File: src/rtl/zbus_master.sv
// Z80-style ZX-bus cycle initiator: one req/ack handshake becomes one IO or memory
// read/write cycle (T1, T2, TW*, T3, HOLD) with WAIT handling and a wait-state timeout.
module zbus_master #(
    parameter int TDIV     = 4,
    parameter int WAIT_MAX = 255
) (
    input  logic        clk,
    input  logic        rst,
    input  logic        req,
    input  logic        req_io,
    input  logic        req_rnw,
    input  logic [15:0] req_addr,
    input  logic [7:0]  req_wdata,
    output logic        busy,
    output logic        ack,
    output logic [7:0]  rdata,
    output logic        claimed,
    output logic        timeout,
    output logic [15:0] za,
    output logic [7:0]  zd_out,
    output logic        zd_oe,
    input  logic [7:0]  zd_in,
    output logic        zmreq_n,
    output logic        ziorq_n,
    output logic        zrd_n,
    output logic        zwr_n,
    input  logic        zwait_n,
    input  logic        ziorqge
);

    localparam int              TCW   = $clog2(TDIV);
    localparam logic [TCW-1:0]  TLAST = TCW'(TDIV - 1);
    localparam logic [7:0]      WMAX  = 8'(WAIT_MAX);

    typedef enum logic [2:0] {S_IDLE, S_T1, S_T2, S_TW, S_T3, S_HOLD} state_t;

    state_t          state_q;
    logic [TCW-1:0]  tcnt_q;
    logic [7:0]      wcnt_q;
    logic            io_q, rnw_q;
    logic            busy_q, ack_q, claimed_q, timeout_q, zd_oe_q;
    logic [7:0]      rdata_q, zd_out_q;
    logic [15:0]     za_q;
    logic            zmreq_n_q, ziorq_n_q, zrd_n_q, zwr_n_q;
    logic            tlast;

    assign tlast = (tcnt_q == TLAST);

    always_ff @(posedge clk) begin
        if (rst) begin
            state_q   <= S_IDLE;
            tcnt_q    <= '0;
            wcnt_q    <= '0;
            io_q      <= 1'b0;
            rnw_q     <= 1'b0;
            busy_q    <= 1'b0;
            ack_q     <= 1'b0;
            claimed_q <= 1'b0;
            timeout_q <= 1'b0;
            rdata_q   <= '0;
            za_q      <= '0;
            zd_out_q  <= '0;
            zd_oe_q   <= 1'b0;
            zmreq_n_q <= 1'b1;
            ziorq_n_q <= 1'b1;
            zrd_n_q   <= 1'b1;
            zwr_n_q   <= 1'b1;
        end else begin
            ack_q <= 1'b0;
            if (state_q inside {S_T1, S_T2, S_TW, S_T3})
                tcnt_q <= tlast ? '0 : tcnt_q + 1'b1;
            else
                tcnt_q <= '0;

            case (state_q)
                S_IDLE: begin
                    if (req) begin
                        io_q      <= req_io;
                        rnw_q     <= req_rnw;
                        za_q      <= req_addr;
                        if (!req_rnw)
                            zd_out_q <= req_wdata;
                        zd_oe_q   <= !req_rnw;
                        busy_q    <= 1'b1;
                        claimed_q <= 1'b0;
                        timeout_q <= 1'b0;
                        state_q   <= S_T1;
                    end
                end
                S_T1: begin
                    if (tlast) begin
                        zmreq_n_q <= io_q;
                        ziorq_n_q <= !io_q;
                        zrd_n_q   <= !rnw_q;
                        zwr_n_q   <= rnw_q;
                        state_q   <= S_T2;
                    end
                end
                S_T2: begin
                    // IO cycles always insert one wait state, regardless of WAIT
                    if (tlast) begin
                        wcnt_q  <= '0;
                        state_q <= (io_q || !zwait_n) ? S_TW : S_T3;
                    end
                end
                S_TW: begin
                    if (tlast) begin
                        if (zwait_n) begin
                            state_q <= S_T3;
                        end else if (wcnt_q == WMAX) begin
                            timeout_q <= 1'b1;
                            state_q   <= S_T3;
                        end else begin
                            wcnt_q <= wcnt_q + 1'b1;
                        end
                    end
                end
                S_T3: begin
                    if (tlast) begin
                        if (rnw_q)
                            rdata_q <= zd_in;
                        claimed_q <= io_q && rnw_q && ziorqge;
                        zmreq_n_q <= 1'b1;
                        ziorq_n_q <= 1'b1;
                        zrd_n_q   <= 1'b1;
                        zwr_n_q   <= 1'b1;
                        ack_q     <= 1'b1;
                        state_q   <= S_HOLD;
                    end
                end
                S_HOLD: begin
                    zd_oe_q <= 1'b0;
                    busy_q  <= 1'b0;
                    state_q <= S_IDLE;
                end
                default: state_q <= S_IDLE;
            endcase
        end
    end

    assign busy    = busy_q;
    assign ack     = ack_q;
    assign rdata   = rdata_q;
    assign claimed = claimed_q;
    assign timeout = timeout_q;
    assign za      = za_q;
    assign zd_out  = zd_out_q;
    assign zd_oe   = zd_oe_q;
    assign zmreq_n = zmreq_n_q;
    assign ziorq_n = ziorq_n_q;
    assign zrd_n   = zrd_n_q;
    assign zwr_n   = zwr_n_q;

endmodule

File: config.mk
export PLATFORM = sky130hd
export DESIGN_NAME = zbus_master
export DESIGN_NICKNAME = d
export VERILOG_FILES = /design/src/rtl/zbus_master.sv
export SDC_FILE = /design/constraint.sdc
export NUM_CORES = 1
export LEC_CHECK = 0
export BUFFER_PORTS_ARGS = -buffer_cell sky130_fd_sc_hd__buf_2
export CAP_MARGIN = 0
export CORE_ASPECT_RATIO = 0.75
export CORE_MARGIN = 5
export CORE_UTILIZATION = 30
export CTS_CLUSTER_DIAMETER = 30
export DETAILED_ROUTE_END_ITERATION = 7
export PLACE_DENSITY = 0.61
export SLEW_MARGIN = 15
export SYNTH_ARGS = -nofsm -noshare
export SYNTH_HDL_FRONTEND = slang
export SYNTH_SLANG_ARGS = --single-unit
File: constraint.sdc
create_clock -name clk -period 2.6 [get_ports clk]
set_input_delay 0.13 -clock clk [delete_from_list [all_inputs] [get_ports clk]]
set_output_delay 0.13 -clock clk [all_outputs]
set_load 0.05 [all_outputs]
==> summary.md <==
| Metric | Value |
|---|---|
| DR WL/cell | 13.0 µm |
| Die Width | between 100 and 150 µm |
| Crit path DAT | 2.26 ns |
| Row cnt | 28 |
| DRT iter0 DRCs | between 150 and 200 |
| Die footprint | around 0.01 mm² |
| Share of post-route cells with drive strength above 1 | 0.290 |
| GR Overflow Total | 0 |
| Fillers | roughly 840 |
| Final slew viol count | 0 |
| Commonest non-fill, non-tap cell in the layout | buf_2 |
| Max transition margin | 0.610 |
| Number of hold violations in the final report | 0 |
| First-pass GRT wire length | around 9800 µm |
| DRT Pass-1 Iters | 4 |
| Post-synthesis sequential area ratio | 0.476 |
| # hold bufs at CTS | 0 |
| Final period utilization | 0.779 |
| GRT Total Usage | 0.120 |
| Worst vdd ir | approximately 0.00035 V |
| Synth Flop Type | dfxtp_1 |
| Starting Density | 0.303 |
| Setup bufs post-CTS | 0 |
| Synth cell types | 46 |
| Ant. Diodes | 0 |
| Final Util | 0.375 |
| RSZ-0062 raised after global routing | no |
| GPL Wtd Cong | just under 0.8 |
| Final Net Count | just under 400 |
| Worst Setup Slack, final | 0.574 ns |
| Worst-skew pair later-pin latency | ~0.30 ns |
| Detailed placer's ending HPWL | between 4000 and 5000 µm |
| EDFF count, synth | 0 |
| Routed Antenna Nets | 0 |
| Worst Max-Slew Pin Slew | approximately 0.58 ns |
| Average size of a mapped cell | 8.53 µm² |
| Clk slew on worst S/H paths | approximately 0.10 ns |
| Post-Syn Instances | between 200 and 300 |
| DR vias | roughly 2200 |
| Top Ports | 80 |
| Final Setup Violations | 0 |
| LEAKAGE | 1.26 nW |
| Status | finished clean |
| Chip height | between 80 and 90 µm |
| Clock root cell | clkbuf_8 |
| Synth async-reset ratio | 0 |
| Max Buffers Root-to-Sink | 2 |
| Number of synthesized register bits | 56 |
| Fmax | between 0.4 and 0.5 GHz |
| Total routed wirelength | 5890 µm |
| Area after DPL | around 0.0028 mm² |
| Largest net degree at the start of global routing | 30 |
| Fin area | between 0.002 and 0.003 mm² |
| Area added between synthesis and finish | 23.9% |
| Number of global-route vias before repair | about 2100 |
| Post-synthesis cell area | around 0.0024 mm² |
| # H-tree levels | 2 |
| Max-cap viol count | 0 |
| Commonest cells after routing, fill and taps aside | 79 x buf_2, 58 x nand2_1, 56 x dfxtp_1 |
| Crit. End Element | register |
| Clk sink count | 56 |
| TritonCTS Buffers | 5 |
| Power density over the cells | 631 mW/mm² |
| Nature of the critical path startpoint | register |
| Dpl ws | about 0.6 ns |
| Initial antenna violation count | 0 |
| Final worst path period need | just over 2 ns |
| Hold Path Class | in -> reg |
| Drt drc | 0 |
| Mapped Nets | 317 |
| TritonCTS clock tree | yes |
| Yosys Warn Count | 0 |
| Area of the core | 0.00778 mm² |
| Worst Path Max Fanout | 10 |
| TNS Setup | 0 ns |
| Crit path kind | reg -> reg |
| Sequential cell area | 0.00112 mm² |
| Post-cts resize count | 0 |
| Port bufs | 79 |
| Multi-input logic area | between 0.001 and 0.0015 mm² |
| Clock skew | just under 0.007 ns |
| Vias per inst | roughly 4.8 |
| Required @ worst endpoint | ~2.8 ns |
[stage by stage]
| stage | hold slack [ns] | total power [W] | cells |
|---|---|---|---|
| 2_1_floorplan | 0.266 | 0.00126 | 276 |
| 3_3_place_gp | 0.358 | 0.00137 | 445 |
| 3_5_place_dp | 0.370 | 0.00138 | 445 |
| 4_1_cts | 0.0366 | 0.00187 | 453 |
| 5_1_grt | 0.0439 | 0.00195 | 453 |
| 6_report | 0.0500 | 0.00184 | 453 |
[power by group]
group          internal [W]  switching (W)
logic              0.000116       0.000286
clock network      0.000192       0.000291
registers          0.000909      0.0000473
total               0.00122       0.000624
[kinds of logic after synthesis]
kind of cell | count (synthesis) | share of synthesized area
xor gates and xnor gates | 1 | 0.00372
adders and majority gates | 2 | 0.0106
buffers and inverters | 22 | 0.0414
and+or+nand+nor | 118 | 0.250
AOI/OAI and AO/OA | 63 | 0.158
DFF | 56 | 0.476
muxes | 14 | 0.0595
[Yosys cell counts (all sizes together) (2+ instances only)]
cell,count,area share
inv,4,0.0064
nand2b,3,0.0080
a21oi,35,0.074
ha,2,0.011
buf,7,0.018
nand2,58,0.092
and4b,2,0.0090
nor3b,2,0.0085
and4,2,0.0074
nor4b,2,0.0074
o21ai,11,0.023
o211ai,2,0.0064
nand3,7,0.017
a21o,2,0.0069
or4,2,0.0064
clkbuf,11,0.018
mux2i,14,0.060
dfxtp,56,0.48
nor3,2,0.0043
or3,5,0.014
nor2,19,0.030
a32oi,2,0.0074
nand3b,5,0.018
nor4,2,0.0053
and3,3,0.0085
a31oi,4,0.011
[state kept, by name (all words and copies together) (netlist names)]
name and flops:
ack 1, busy 1, claimed 1, io_q 1
rdata 8, rnw_q 1, state_q 3, tcnt_q 2
timeout 1, wcnt_q 8, za 16, zd_oe 1
zd_out 8, ziorq_n 1, zmreq_n 1, zrd_n 1
zwr_n 1
[area by class of cell]
type	instances	share of cell area
Clock buffer	5	0.0236
Clock inverter	3	0.00729
Inverter	4	0.00515
Multi-Input combinational cell	198	0.392
Sequential cell	56	0.384
Tap cell	105	0.0450
Timing Repair Buffer	82	0.143
[routing by layer]
metal | vias to the layer above | GRT usage | share of wire
met4 | 0 | 0.0229 | 0.0032
met2 | 58 | 0.197 | 0.47
li1 | 1106 | - | -
met5 | - | 0 | 0
met3 | 2 | 0.0391 | 0.067
met1 | 991 | 0.157 | 0.46
[worst max-delay path, cell delays in order (launching register included)]
cell and delay [ns]:
dfxtp_1 0.35, ha_1 0.37, nand3b_2 0.24, a221o_1 0.38
or4_1 0.48, a21oi_1 0.14
[final timing paths]
check | start | end | slack [ns] | cells after the start
setup / recovery | tcnt_q[0] | wcnt_q[5] | 0.57 | 5
hold / removal | req_addr[15] | za[15] | 0.05 | 3
setup reg to reg | tcnt_q[0] | wcnt_q[5] | 0.57 | 5
hold reg to reg | tcnt_q[0] | tcnt_q[0] | 0.44 | 1
Power figures use the tool's default switching activity.
